===== src/rtl/uart_tx_scheduler.sv =====
// rtl/uart_tx_scheduler.sv - round-robin byte scheduler sharing one UART transmitter between kb and term
// Optional CR -> CR LF insertion is enabled by defining UART_TX_CRLF_EN.
module uart_tx_scheduler #(
    parameter int DEPTH        = 8,
    parameter int BUSY_TIMEOUT = 16
) (
    input  logic       clk,
    input  logic       rst,
    input  logic       kbValid,
    input  logic [7:0] kbData,
    output logic       kbReady,
    input  logic       termValid,
    input  logic [7:0] termData,
    output logic       termReady,
    output logic       txStart,
    output logic [7:0] txData,
    input  logic       txBusy,
    output logic [1:0] overflow,
    output logic       timeoutErr
);
    localparam int AW = $clog2(DEPTH);
    localparam int CW = AW + 1;
    localparam int TW = $clog2(BUSY_TIMEOUT) + 1;
    localparam logic [CW-1:0] FULL    = CW'(DEPTH);
    localparam logic [TW-1:0] TO_LAST = TW'(BUSY_TIMEOUT - 1);

`ifdef UART_TX_CRLF_EN
    typedef enum logic [2:0] {S_IDLE, S_START, S_WAIT_BUSY, S_WAIT_DONE, S_INSERT_LF} state_t;
`else
    typedef enum logic [1:0] {S_IDLE, S_START, S_WAIT_BUSY, S_WAIT_DONE} state_t;
`endif

    state_t        r_state;
    logic          r_tx_start;
    logic [7:0]    r_tx_data;
    logic          r_prefer_term;
    logic [TW-1:0] r_to_cnt;
    logic          r_timeout_err;

    logic [1:0] w_push_req;
    logic [1:0] w_ready;
    logic [1:0] w_nonempty;
    logic [1:0] w_pop;
    logic [1:0] w_ovf;
    logic [7:0] w_in_data [2];
    logic [7:0] w_head [2];
    logic       w_grant_kb;
    logic       w_grant_term;
    state_t     w_after;

    assign w_push_req   = {termValid, kbValid};
    assign w_in_data[0] = kbData;
    assign w_in_data[1] = termData;

    // Index 0 is the keyboard FIFO, index 1 the terminal-reply FIFO.
    for (genvar g = 0; g < 2; g++) begin : g_fifo
        logic [7:0]    r_mem [DEPTH];
        logic [AW-1:0] r_wp;
        logic [AW-1:0] r_rp;
        logic [CW-1:0] r_cnt;
        logic          r_ovf;
        logic          w_push;

        assign w_ready[g]    = (r_cnt != FULL);
        assign w_nonempty[g] = (r_cnt != '0);
        assign w_push        = w_push_req[g] && w_ready[g];
        assign w_head[g]     = r_mem[r_rp];
        assign w_ovf[g]      = r_ovf;

        always_ff @(posedge clk) begin
            if (w_push) begin
                r_mem[r_wp] <= w_in_data[g];
            end
        end

        always_ff @(posedge clk or negedge rst) begin
            if (!rst) begin
                r_wp  <= '0;
                r_rp  <= '0;
                r_cnt <= '0;
                r_ovf <= 1'b0;
            end else begin
                if (w_push) begin
                    r_wp <= r_wp + 1'b1;
                end
                if (w_pop[g]) begin
                    r_rp <= r_rp + 1'b1;
                end
                if (w_push && !w_pop[g]) begin
                    r_cnt <= r_cnt + 1'b1;
                end else if (!w_push && w_pop[g]) begin
                    r_cnt <= r_cnt - 1'b1;
                end
                if (w_push_req[g] && !w_ready[g]) begin
                    r_ovf <= 1'b1;
                end
            end
        end
    end

    assign w_grant_kb   = w_nonempty[0] && (!w_nonempty[1] || !r_prefer_term);
    assign w_grant_term = w_nonempty[1] && !w_grant_kb;
    assign w_pop        = {w_grant_term, w_grant_kb} & {2{r_state == S_IDLE}};

`ifdef UART_TX_CRLF_EN
    assign w_after = (r_tx_data == 8'h0D) ? S_INSERT_LF : S_IDLE;
`else
    assign w_after = S_IDLE;
`endif

    always_ff @(posedge clk or negedge rst) begin
        if (!rst) begin
            r_state       <= S_IDLE;
            r_tx_start    <= 1'b0;
            r_tx_data     <= 8'h00;
            r_prefer_term <= 1'b0;
            r_to_cnt      <= '0;
            r_timeout_err <= 1'b0;
        end else begin
            r_tx_start <= 1'b0;
            case (r_state)
                S_IDLE: begin
                    if (w_grant_kb || w_grant_term) begin
                        r_tx_data     <= w_grant_kb ? w_head[0] : w_head[1];
                        r_prefer_term <= w_grant_kb;
                        r_tx_start    <= 1'b1;
                        r_state       <= S_START;
                    end
                end
                S_START: begin
                    r_to_cnt <= '0;
                    r_state  <= S_WAIT_BUSY;
                end
                S_WAIT_BUSY: begin
                    if (txBusy) begin
                        r_state <= S_WAIT_DONE;
                    end else if (r_to_cnt == TO_LAST) begin
                        r_timeout_err <= 1'b1;
                        r_state       <= w_after;
                    end else begin
                        r_to_cnt <= r_to_cnt + 1'b1;
                    end
                end
                S_WAIT_DONE: begin
                    if (!txBusy) begin
                        r_state <= w_after;
                    end
                end
`ifdef UART_TX_CRLF_EN
                // The inserted LF bypasses the FIFOs and leaves the arbiter pointer alone.
                S_INSERT_LF: begin
                    r_tx_data  <= 8'h0A;
                    r_tx_start <= 1'b1;
                    r_state    <= S_START;
                end
`endif
                default: begin
                    r_state <= S_IDLE;
                end
            endcase
        end
    end

    assign kbReady    = w_ready[0];
    assign termReady  = w_ready[1];
    assign txStart    = r_tx_start;
    assign txData     = r_tx_data;
    assign overflow   = w_ovf;
    assign timeoutErr = r_timeout_err;
endmodule


===== config.mk =====
export PLATFORM = sky130hd
export DESIGN_NAME = uart_tx_scheduler
export DESIGN_NICKNAME = d
export VERILOG_FILES = /design/src/rtl/uart_tx_scheduler.sv
export SDC_FILE = /design/constraint.sdc
export NUM_CORES = 1
export LEC_CHECK = 0
export CAP_MARGIN = 30
export CORE_MARGIN = 2
export CORE_UTILIZATION = 44
export DETAILED_ROUTE_END_ITERATION = 8
export PLACE_DENSITY = 0.64
export SYNTH_ARGS = -nofsm -noshare
export SYNTH_HDL_FRONTEND = slang
export SYNTH_SLANG_ARGS = --single-unit

===== constraint.sdc =====
create_clock -name clk -period 3.7 [get_ports clk]
set_input_delay 0.37 -clock clk [delete_from_list [all_inputs] [get_ports clk]]
set_output_delay 0.37 -clock clk [all_outputs]
set_load 0.05 [all_outputs]

==> impl_metrics.env, run 1 <==
export IMPL_path_clk_slew_ps=60
export IMPL_ios=35
export IMPL_postSynthAreaPerCell_um2=17.8
export IMPL_p_leak_nw=2.87
export IMPL_crit_path_end_kind="flip-flop"
export IMPL_placementRows=45
export IMPL_io_buffers=34
export IMPL_diodes=0
export IMPL_die_x_um=129
export IMPL_yosysSeqAreaShare=0.708
export IMPL_multi_input_area_mm2=0.00188
export IMPL_setup_violations=0
export IMPL_cts_tree="done"
export IMPL_critPathBufInv=1
export IMPL_routedWlPerCell_um=20.0
export IMPL_nets=471
export IMPL_ys_warn_count=0
export IMPL_seq_area_mm2=0.00484
export IMPL_ys_dominant_reg_cell="edfxtp_1"
export IMPL_worst_slew_pin_slew_ps=936
export IMPL_yosys_cell_types_count=38
export IMPL_root_buffer="clkbuf_16"
export IMPL_cp_data_required_time_ps=4040
export IMPL_critPathMaxFanout=12
export IMPL_cpPeakStageDelay_ps=630
export IMPL_hold_class="primary input to asynchronous set/reset pin"
export IMPL_synth_edf_count=128
export IMPL_netlist_instances=385
export IMPL_syn_to_final_growth_pct=17.6
export IMPL_dr_pass1_iters=4
export IMPL_path_class="flip-flop to flip-flop"
export IMPL_maxSlewViolCount=0
export IMPL_fin_crit_sh=0.849
export IMPL_worst_skew_pair_late_latency_ps=430
export IMPL_hold_viol_final=0
export IMPL_core_mm2=0.0152
export IMPL_crit_slowest_cell="a2111o_1"
export IMPL_max_freq_mhz=318
export IMPL_drt_initial_drc_count=296
export IMPL_clockBufferDepth=2
export IMPL_cts_setup_buffers=0
export IMPL_grt_overflow=0
export IMPL_clock_sinks=168
export IMPL_fin_crit_ps=3140
export IMPL_routed_wl_mm=12.7
export IMPL_timing_rr_start="g_fifo[1].r_cnt[1]$_DFFE_PN0P_"
export IMPL_grt_pass1_vias=3688
export IMPL_rsz0062_at_grt="no"
export IMPL_antenna_found_initial=0
export IMPL_powerDensity_mw_per_mm2=819
export IMPL_startpoint_type="flip-flop"
export IMPL_place_area_mm2=0.00743
export IMPL_ctsResizeCount=0
export IMPL_maxCapViolCount=0
export IMPL_regToRegSetupSlack_ps=560
export IMPL_grt_pass1_wl_mm=20.1
export IMPL_arrival_ps=3480
export IMPL_htree_levels=4
export IMPL_post_drt_via_cell_ratio=5.50
export IMPL_status="completed"
export IMPL_syn_num_nets=420
export IMPL_cts_made_buffers=17
export IMPL_r2r_cells=9
export IMPL_critPathTopFamily="compound AO/OA/AOI/OAI gates"
export IMPL_dp_hpwl_mm=8.11
export IMPL_postLayoutCellArea_mm2=0.00804
export IMPL_r2r_end="g_fifo[0].r_cnt[3]$_DFFE_PN0P_"
export IMPL_crit_top_cell="ha_1"
export IMPL_final_layout_size_suffix_gt1_frac=0.190
export IMPL_grt_max_degree=41
export IMPL_crit_chain="or4_4, a2111o_1, ha_1, inv_1, ha_1, a21o_1, a21oi_1, mux2i_1, xnor2_1"
export IMPL_max_slew_margin=0.374
export IMPL_fp_dieArea_mm2=0.0166
export IMPL_start_util=0.450
export IMPL_nFillCells=1232
export IMPL_fin_tns_setup_ps=0
export IMPL_drtAntennaViolNets=0
export IMPL_dieHeight_um=129
export IMPL_synth_async_sr_flop_share=0.238
export IMPL_num_vias=3499
export IMPL_grt_usage=0.168
export IMPL_ys_ff_latch=168
export IMPL_ir_drop_mv=0.406
export IMPL_finalClockSkew_ps=9.23
export IMPL_synth_cell_area_mm2=0.00684
export IMPL_gp_congestion=0.719
export IMPL_route_detailed_drc=0
export IMPL_cts_hold_buf=0
## sequential cells by signal (all words and copies together) (netlist names)
signal,count
timeoutErr,1
g_fifo.r_ovf,2
g_fifo.r_wp,6
g_fifo.r_mem,128
txStart,1
r_state,2
g_fifo.r_cnt,8
r_prefer_term,1
g_fifo.r_rp,6
r_to_cnt,5
txData,8
## power by group
part	internal (mW)	switching [mW]	leakage (nW)	total, mW
clock network	1.05	0.700	0.279	1.75
logic	0.951	0.976	0.940	1.93
registers	2.45	0.457	1.65	2.91
total	4.46	2.13	2.87	6.59
## tightest hold or removal path: cells and delay by family
family,cells,cell delay (ps)
buffers and inverters,3,860
## through the flow
stage | instances | setup WS, ps | power, mW | util | hold WS (ps)
after floorplan | 385 | 821 | 4.27 | - | 74.4
after CTS | 634 | 555 | 6.67 | 0.527 | 86.7
final | 636 | 560 | 6.59 | 0.529 | 441
after detailed placement | 603 | 578 | 4.90 | 0.489 | 446
after global placement | 603 | 675 | 4.81 | 0.489 | 444
after global routing | 636 | 402 | 6.95 | 0.529 | 472
## worst max path at each step
stage / start / endpoint / slack [ps] / cells after the start
after CTS: g_fifo[1].r_cnt[1]$_DFFE_PN0P_ / g_fifo[0].r_cnt[3]$_DFFE_PN0P_ / 550 / 9
after global placement: g_fifo[1].r_cnt[1]$_DFFE_PN0P_ / g_fifo[0].r_cnt[3]$_DFFE_PN0P_ / 670 / 9
final: g_fifo[1].r_cnt[1]$_DFFE_PN0P_ / g_fifo[0].r_cnt[3]$_DFFE_PN0P_ / 560 / 9
after global routing: g_fifo[1].r_cnt[1]$_DFFE_PN0P_ / g_fifo[0].r_cnt[3]$_DFFE_PN0P_ / 400 / 9
after detailed placement: g_fifo[1].r_cnt[0]$_DFFE_PN0P_ / g_fifo[0].r_cnt[3]$_DFFE_PN0P_ / 580 / 9
after floorplan: g_fifo[1].r_cnt[1]$_DFFE_PN0P_ / g_fifo[0].r_cnt[3]$_DFFE_PN0P_ / 820 / 10
## metal layers
metal,global-route usage,wire (um),vias up
met3,0.0516,565,9
met4,0.0742,132,0
met2,0.260,6210,72
li1,-,-,1610
met1,0.220,5830,1808
met5,0,0,-
## cell type report
class | instances | area share
Inverter | 12 | 0.00560
Tap cell | 188 | 0.0293
Sequential cell | 168 | 0.603
Clock buffer | 18 | 0.0534
Multi-Input combinational cell | 189 | 0.233
Timing Repair Buffer | 48 | 0.0566
Clock inverter | 13 | 0.0191
## cells in the mapped netlist, types with 3 or more instances
library cell,count,share of area
nor2_1,18,0.0099
mux2_2,6,0.0099
xnor2_1,10,0.013
mux2i_1,18,0.026
dfrtp_1,40,0.15
clkbuf_1,5,0.0027
ha_1,12,0.022
a21o_1,4,0.0044
nand2_1,28,0.015
buf_2,6,0.0044
nand2b_1,4,0.0037
a21oi_1,4,0.0029
o221ai_1,7,0.0090
nor4_1,4,0.0037
nand3_1,3,0.0022
nor3_1,8,0.0059
inv_1,12,0.0066
edfxtp_1,128,0.56
o21ai_0,7,0.0051
mux4_2,32,0.11
a22o_1,3,0.0038
xor2_1,4,0.0051
## placed cells by master, fill, tap and decap left out, types with 4 or more instances in the layout
cell / synthesis / final
edfxtp_1: 128 / 128
dfrtp_1: 40 / 40
clkdlybuf4s50_1: 0 / 33
mux4_2: 32 / 32
nand2_1: 28 / 28
nor2_1: 18 / 18
mux2i_1: 18 / 18
clkbuf_16: 0 / 17
inv_1: 12 / 12
ha_1: 12 / 12
buf_4: 2 / 12
xnor2_1: 10 / 10
o21ai_0: 7 / 7
o221ai_1: 7 / 7
nor3_1: 8 / 6
mux2_2: 6 / 6
nor4_1: 4 / 4
nand2b_1: 4 / 4
a21oi_1: 4 / 4
a21o_1: 4 / 4
xor2_1: 4 / 4
## cells by family after synthesis
kind of cell	Yosys count	synth area share
DFF	168	0.708
AOI/OAI and AO/OA	33	0.0362
muxes	56	0.142
adders and majority gates	14	0.0278
buffers and inverters	28	0.0187
and+or+nand+nor	72	0.0494
xor gates and xnor gates	14	0.0179
(Power assumes the default switching activity.)
==> inputs of run 2 (changes only) <==
Settings changed: PLACE_DENSITY 0.64 to 0.67.
Clock period 3.7 ns to 2.6 ns, I/O delays scaled along.
==> run 2 against run 1 <==
Net effect: routed wire length fell by 2.5%; largest cell class unchanged; total power rose by 46%; combinational power rose by 61%.
==> impl_metrics.env, run 2 (synthesized netlist as in run 1, its figures left out) <==
export IMPL_hold_depth=1
export IMPL_maxCapViolCount=0
export IMPL_arrival_ps=2910
export IMPL_max_slew_margin=0.374
export IMPL_fp_dieArea_mm2=0.0166
export IMPL_fin_crit_sh=0.986
export IMPL_num_vias=3553
export IMPL_drtAntennaViolNets=0
export IMPL_crit_chain="or4_4, a2111o_1, ha_4, inv_4, ha_4, a21o_1, a21oi_2, mux2i_1, xnor2_1"
export IMPL_crit_path_end_kind="flip-flop"
export IMPL_ir_drop_mv=0.611
export IMPL_gp_congestion=0.818
export IMPL_worst_skew_pair_late_latency_ps=420
export IMPL_ios=35
export IMPL_nets=484
export IMPL_die_x_um=129
export IMPL_finalClockSkew_ps=7.62
export IMPL_regToRegSetupSlack_ps=40
export IMPL_r2r_end="g_fifo[0].r_cnt[3]$_DFFE_PN0P_"
export IMPL_clock_sinks=168
export IMPL_p_total_mw=9.59
export IMPL_cpPeakStageDelay_ps=560
export IMPL_placementRows=45
export IMPL_setup_violations=0
export IMPL_grt_max_degree=41
export IMPL_timing_rr_start="g_fifo[1].r_cnt[3]$_DFFE_PN0P_"
export IMPL_rsz0062_at_grt="yes"
export IMPL_dr_pass1_iters=4
export IMPL_grt_usage=0.162
export IMPL_grt_overflow=0
export IMPL_startpoint_type="flip-flop"
export IMPL_routedWlPerCell_um=19.1
export IMPL_grt_pass1_vias=3652
export IMPL_cts_made_buffers=17
export IMPL_htree_levels=4
export IMPL_crit_top_cell="ha_4"
export IMPL_crit_slowest_cell="or4_4"
export IMPL_hold_path_end="g_fifo[0].r_ovf$_DFFE_PN0P_"
export IMPL_max_freq_mhz=390
export IMPL_powerDensity_mw_per_mm2=1170
export IMPL_dp_hpwl_mm=8.07
export IMPL_syn_to_final_growth_pct=19.9
export IMPL_top_register="g_fifo.r_mem"
export IMPL_mostFrequentLayoutCell="edfxtp_1"
export IMPL_grt_pass1_wl_mm=19.9
export IMPL_cp_data_required_time_ps=2950
export IMPL_hold_class="flip-flop to flip-flop"
export IMPL_critPathMaxFanout=4
export IMPL_maxSlewViolCount=0
export IMPL_hp_start="g_fifo[0].r_ovf$_DFFE_PN0P_"
export IMPL_start_util=0.450
export IMPL_hold_viol_final=0
export IMPL_p_leak_nw=2.94
export IMPL_io_buffers=34
export IMPL_post_drt_via_cell_ratio=5.47
export IMPL_antenna_found_initial=0
export IMPL_routed_wl_mm=12.4
export IMPL_dieHeight_um=129
export IMPL_cts_setup_buffers=0
export IMPL_route_detailed_drc=0
export IMPL_path_class="flip-flop to flip-flop"
export IMPL_path_clk_slew_ps=60
export IMPL_core_mm2=0.0152
export IMPL_drt_initial_drc_count=180
export IMPL_cts_tree="done"
export IMPL_final_layout_size_suffix_gt1_frac=0.238
export IMPL_status="completed"
export IMPL_largest_reg_flops=128
export IMPL_diodes=0
export IMPL_utilization=0.539
export IMPL_r2r_cells=9
export IMPL_root_buffer="clkbuf_16"
export IMPL_clockBufferDepth=2
export IMPL_final_cell_mix="128 x edfxtp_1, 40 x dfrtp_1, 33 x clkdlybuf4s50_1"
export IMPL_worst_slew_pin_slew_ps=939
export IMPL_fin_crit_ps=2560
-- run 2: changes by cell type in the layout (fill, tap and decap cells not counted), sizes merged --
cell | before | now
clkbuf | 18 | 17
buf | 14 | 27
clkinvlp | 2 | 4
-- run 2: where the power goes --
part | leakage (nW) | total [mW] | switching, mW | internal (mW)
Clock | 0.281 | 2.52 | 1.01 | 1.51
Sequential | 1.65 | 3.98 | 0.485 | 3.49
Combinational | 1.01 | 3.10 | 1.60 | 1.49
-- run 2: metal layers --
layer  up-vias  GRT usage  part of all wire
met5         -          0                 0
li1       1635          -                 -
met4         0     0.0652             0.016
met2        60      0.268              0.50
met3        19     0.0316             0.031
met1      1839      0.214              0.45
-- run 2: layout make-up --
class	count	area, um^2
multi-input cells	189	1930
fillers	1192	7000
well taps	188	235
flip-flops and latches	168	4840
clock buffers	17	425
clock inverters	15	176
inverters	12	47.5
repair buffers	61	541
-- run 2: worst max path at each step --
stage	from	end	cells after the start
3_3_place_gp	g_fifo[1].r_cnt[3]$_DFFE_PN0P_	g_fifo[0].r_cnt[3]$_DFFE_PN0P_	9
5_1_grt	g_fifo[1].r_cnt[3]$_DFFE_PN0P_	g_fifo[0].r_cnt[3]$_DFFE_PN0P_	9
2_1_floorplan	g_fifo[1].r_cnt[0]$_DFFE_PN0P_	g_fifo[0].r_cnt[3]$_DFFE_PN0P_	10
4_1_cts	g_fifo[0].r_cnt[0]$_DFFE_PN0P_	g_fifo[1].r_cnt[3]$_DFFE_PN0P_	9
6_report	g_fifo[1].r_cnt[3]$_DFFE_PN0P_	g_fifo[0].r_cnt[3]$_DFFE_PN0P_	9
3_5_place_dp	g_fifo[1].r_cnt[1]$_DFFE_PN0P_	g_fifo[1].r_cnt[3]$_DFFE_PN0P_	12
-- run 2: timing repair --
item / CTS / global route
resized for setup: 2 / 3
setup endpoints to repair: 2 / 2
hold endpoints to repair: 8 / 0
hold buffers: 1 / 0
-- run 2: per-stage QoR --
stage | setup slack [ps] | hold WS, ps | instances | TNS [ps] | cell area, um^2
2_1_floorplan | -53.5 | -35.6 | 385 | -53.5 | 6880
3_3_place_gp | 92.6 | 441 | 617 | 0 | 7560
3_5_place_dp | 17.1 | 454 | 617 | 0 | 7560
4_1_cts | 24.3 | 446 | 650 | 0 | 8190
5_1_grt | -87.8 | 469 | 650 | -136 | 8200
6_report | 35.1 | 461 | 650 | 0 | 8200
-- run 2: critical path: cells and delay by family (launching register included) --
family | cells | cell delay (ps)
AO/OA/AOI/OAI | 3 | 730
XOR/XNOR | 1 | 130
adder cells (fa/ha/maj) | 2 | 380
buffers and inverters | 1 | 70
flip-flops | 1 | 380
multiplexers | 1 | 230
AND/OR/NAND/NOR | 1 | 560
==> inputs of run 3 (changes only) <==
Settings changed: CAP_MARGIN 30 to not set.
==> results of run 3 <==
The final DEF is identical to that of run 2; final timing and power are the same.
==> edit 1: new RTL, settings of run 3 <==
Build with the macro `UART_TX_CRLF_EN` defined.
--- a/src/rtl/uart_tx_scheduler.sv
+++ b/src/rtl/uart_tx_scheduler.sv
@@ -1,5 +1,7 @@
 // rtl/uart_tx_scheduler.sv - round-robin byte scheduler sharing one UART transmitter between kb and term
 // Optional CR -> CR LF insertion is enabled by defining UART_TX_CRLF_EN.
+`define UART_TX_CRLF_EN
+
 module uart_tx_scheduler #(
     parameter int DEPTH        = 8,
     parameter int BUSY_TIMEOUT = 16
Check against the original RTL: not equivalent (Yosys sat finds a counterexample within 10 cycles, from zero or initial values and one cycle with rst low).
==> edit 1 against run 3 <==
The flow now finishes with violations (hold timing); total power up 0.54%; sequential cell count up 1; clock power down 2%; global-route usage up 0.19 points; cell area up 2.5%; first-iteration DRC count up 37%; synthesized area up 2.7%; worst setup slack worse by 11 ps; clock skew up 2.1 ps; die area up 2.6%; non-clock buffer count up 4; core utilization down 0.63 points; maximum frequency down 0.44%; wire length up 4.4%; critical endpoint unchanged; largest cell class unchanged.
==> edit 1: results <==
group,metric,value,unit
outcome,outcome,"finished with violations",
outcome,violations,"hold timing",
cells_and_area,fin_nets,497,
cells_and_area,clkCellAreaFrac,6.92,%
routing,drt_iter0_markers,246,
pwr,ir_drop,600,uV
synth,ys_async_sr_fraction,24.3,%
place,dp_cells,655,
routing,routedWlPerCell,18.8,um
cells_and_area,multi_input_comb_cells,198,
routing,wl_met3,491,um
synth,synth_seq_area_share,69.3,%
pwr,leakage,0.00302,uW
sta,skew,9.69,ps
synth,syn_nets,430,
cells_and_area,nClkBuffers,19,
critical_path,rr_worst_depth,10,
cells_and_area,bufAreaShareNonClock,6.76,%
cells_and_area,fillers,1270,
global_routing,use_met2,26.1,%
sta,fin_crit_sh,99.1,%
global_routing,use_met1,22.2,%
global_routing,antenna_found_initial,0,
global_routing,grt_max_degree,42,
critical_path,slowest_delay,590,ps
place,place_congestion,0.793,
synth,syn_inst,395,
cells_and_area,inverters_excl_clock,11,
routing,drt-met1-wl,5870,um
global_routing,grt_pass1_wl,20200,um
routing,routed_wl,13000,um
cells_and_area,fin_util,53.3,%
place,post-dp-hpwl,8710,um
synth,synth_cell_type_count,52,
cells_and_area,n_all_buffers,65,
place,placed_area,7760,um2
sta,holdWs,-8.96,ps
hold_path,min_path_type,"input pin to asynchronous set/reset pin",
synth,synthTopCellsByArea,"edfxtp_1 (55%), dfrtp_1 (15%), mux4_1 (5.6%)",
sta,hold_violations,5,
routing,dr_wl_met2,6440,um
global_routing,use_met3,4.14,%
cells_and_area,drive_above_1_share,22.3,%
cells_and_area,seq_share,57.9,%
clock_network,cts_num_sinks,169,
routing,vias,3668,
sta,tightest_slew,962,ps
critical_path,crit_family,"simple AND/OR/NAND/NOR gates",
synth,synthTopCellsByCount,"edfxtp_1 (128), dfrtp_1 (41), nor2_1 (23)",
cells_and_area,final_area,8410,um2
clock_network,cts_resized,1,
pwr,power.internal,6560,uW
global_routing,grt.total_usage,16.4,%
cells_and_area,multi_input_area_share,24.6,%
synth,synthFlopType,"edfxtp_1",
place,place_ws,-9.27,ps
## edit 1: logic make-up (layout without fill, tap and decap cells)
group	count (synthesis)	after routing	synth area share, %
DFF	169	169	69.3
buffers and inverters	28	108	2.03
adders and majority gates	14	14	2.71
muxes	56	56	14.7
xor gates and xnor gates	14	14	1.75
and+or+nand+nor	69	69	4.81
AOI/OAI and AO/OA	45	45	4.65
## edit 1: worst register-to-register path, stage by stage (launching register included)
cell and delay, ps:
dfrtp_1 400, or4_4 590, a211oi_4 300, inv_2 80, ha_4 170, inv_4 70, ha_4 190, a21o_1 160
a21oi_2 140, mux2i_1 240, xnor2_1 150
## edit 1: power by group through the flow
stage | clock, uW | sequential [uW] | combinational [uW]
5_1_grt | 2630 | 4150 | 3400
3_5_place_dp | 0 | 4100 | 3080
4_1_cts | 2530 | 4060 | 3090
2_1_floorplan | 0 | 4050 | 2180
3_3_place_gp | 0 | 4070 | 2990
6_report | 2480 | 4070 | 3100
==> edit 2: new RTL, config.mk and constraints of run 3 <==
Made on the original files. Put a register stage on the output `overflow`, cleared by the reset. The value now appears one clock later. The other outputs are not delayed to match.
--- a/src/rtl/uart_tx_scheduler.sv
+++ b/src/rtl/uart_tx_scheduler.sv
@@ -165,7 +165,13 @@
     assign termReady  = w_ready[1];
     assign txStart    = r_tx_start;
     assign txData     = r_tx_data;
-    assign overflow   = w_ovf;
+    always_ff @(posedge clk or negedge rst) begin
+        if (!rst) begin
+            overflow <= '0;
+        end else begin
+            overflow <= w_ovf;
+        end
+    end
     assign timeoutErr = r_timeout_err;
 endmodule
 
Check against the original RTL: not equivalent (Yosys sat finds a counterexample within 10 cycles, from zero or initial values and one cycle with rst low).
==> edit 2 against run 3 <==
The run now ends with hold timing left; cell area increased by 0.24%; count of clock-buffer cells in the layout up 1; wire length is 3.9% higher; total power is 0.55% higher; synthesized area up 0.40%; sequential cell count increased by 2; worst setup slack got worse by 25 ps; maximum frequency shrank 0.97%; critical path type unchanged; sequential share of layout area increased by 0.46 points; die area up 0.40%; largest power group unchanged.
==> edit 2: results <==
group,metric,value,unit
outcome,outcome,"finished with violations",
global_routing,grt_pass1_wl,20700,um
routing,routed_wl,12900,um
synth,synth-edff-count,128,
pwr,p_sw_share,32.3,%
place,post-dp-hpwl,8110,um
pwr,powerDensity,1170,nW/um2
synth,syn_nets,420,
clock_network,clkLatencyLatePin,420,ps
global_routing,grt_pass1_vias,3761,
synth,synth_cell_type_count,35,
cells_and_area,largest_register_ffs,128,
synth,synthTopCellsByArea,"edfxtp_1 (56%), dfrtp_1 (15%), mux4_2 (10%)",
sta,tightest_slew,951,ps
synth,synthFlopType,"edfxtp_1",
synth,ys_async_sr_fraction,24.7,%
clock_network,clockBufferDepth,2,
cells_and_area,diodes,0,
sta,holdWs,-23.2,ps
synth,synthTopCellsByCount,"edfxtp_1 (128), dfrtp_1 (42), mux4_2 (32)",
pwr,leakage,0.00295,uW
global_routing,grt_max_degree,43,
clock_network,clk_pin_slew,60,ps
routing,drt_iter0_markers,284,
outcome,violations,"hold timing",
critical_path,worst_ep_arrival_time,2940,ps
place,place_congestion,0.734,
pwr,power.share.clock,25.9,%
place,place_ws,-5.01,ps
pwr,ir_drop,755,uV
clock_network,cts_max_level,4,
clock_network,cts-buffers-inserted,17,
synth,synth_seq_area_share,71.3,%
routing,vias,3607,
pwr,comb_cell_power,3080,uW
sta,hold_violations,26,
hold_path,min_path_type,"input pin to asynchronous set/reset pin",
global_routing,grt.total_usage,17.2,%
cells_and_area,largest-register,"g_fifo.r_mem",
sta,finalSetupViolCount,0,
cells_and_area,fin_nets,486,
sta,skew,8.49,ps
cells_and_area,drive_above_1_share,23.4,%
cells_and_area,fillers,1200,
## edit 2: changes by cell type after synthesis, sizes merged
| cell | before | now |
|---|---|---|
| clkbuf | 5 | 4 |
| nand2 | 28 | 29 |
| buf | 11 | 10 |
| a2bb2oi | 1 | 0 |
| dfrtp | 40 | 42 |
| o221ai | 7 | 8 |
| o21ai | 8 | 7 |
## edit 2: cell type report
cell class	count	area, um2	area share (%)
multi-input combinational	189	1920	23.4
inverter	12	47.5	0.578
timing repair buffer	61	538	6.55
clock buffer	18	429	5.22
sequential	170	4890	59.6
clock inverter	12	151	1.84
tap	188	235	2.86
## edit 2: critical path, delay by kind of cell (launching register included)
kind,cells,cell delay (ps)
AND/OR/NAND/NOR,1,560
flip-flops,1,390
buffers and inverters,1,70
AO/OA/AOI/OAI,3,750
adder cells (fa/ha/maj),2,380
multiplexers,1,230
XOR/XNOR,1,130
## edit 2: kinds of logic (layout without fill, tap and decap cells)
family                   Yosys count  after routing  synth area share (%)
AO/OA/AOI/OAI                     32             32                  3.46
XOR/XNOR                          14             14                  1.79
adder cells (fa/ha/maj)           14             14                  2.77
buffers and inverters             26            103                  1.62
flip-flops                       170            170                  71.3
multiplexers                      56             56                  14.1
AND/OR/NAND/NOR                   73             73                  4.97
## edit 2: path summary, 6_finish.rpt
check	to	cells past startpoint	from	slack, ps
hold / removal	overflow[0]	1	rst	-20
setup reg to reg	g_fifo[0].r_cnt[3]	9	g_fifo[1].r_cnt[3]	10
min in group clk	overflow[0]	0	g_fifo[0].r_ovf	380
setup / recovery	g_fifo[0].r_cnt[3]	9	g_fifo[1].r_cnt[3]	10
hold reg to reg	overflow[0]	0	g_fifo[0].r_ovf	380
max in group asynchronous	g_fifo[1].r_wp[0]	1	rst	2030
## edit 2: what timing repair did
item,4_1_cts,5_1_grt
resized for setup,1,6
cloned,0,0
setup buffers,0,3
endpoints found under the setup margin,1,5
hold buffers,0,0
pin swaps,0,1
## edit 2: per-layer routing
| metal | up-vias | track usage [%] | wire length (um) |
|---|---|---|---|
| li1 | 1639 | - | - |
| met2 | 92 | 25.9 | 6250 |
| met4 | 0 | 7.10 | 232 |
| met1 | 1861 | 23.7 | 5770 |
| met3 | 15 | 5.20 | 652 |
| met5 | - | 0 | 0 |
## edit 2: stage by stage
| step | hold slack (ps) | TNS [ps] | util, % | instance area, um2 | instances |
|---|---|---|---|---|---|
| 6_report | -23.2 | 0 | 54.1 | 8220 | 650 |
| 2_1_floorplan | -35.6 | -63.6 | - | 6900 | 385 |
| 4_1_cts | 3.09 | -2.14 | 53.7 | 8170 | 647 |
| 3_5_place_dp | 368 | -5.01 | 49.9 | 7580 | 617 |
| 5_1_grt | 50.2 | -40.0 | 54.1 | 8220 | 650 |
| 3_3_place_gp | 367 | 0 | 49.9 | 7580 | 617 |
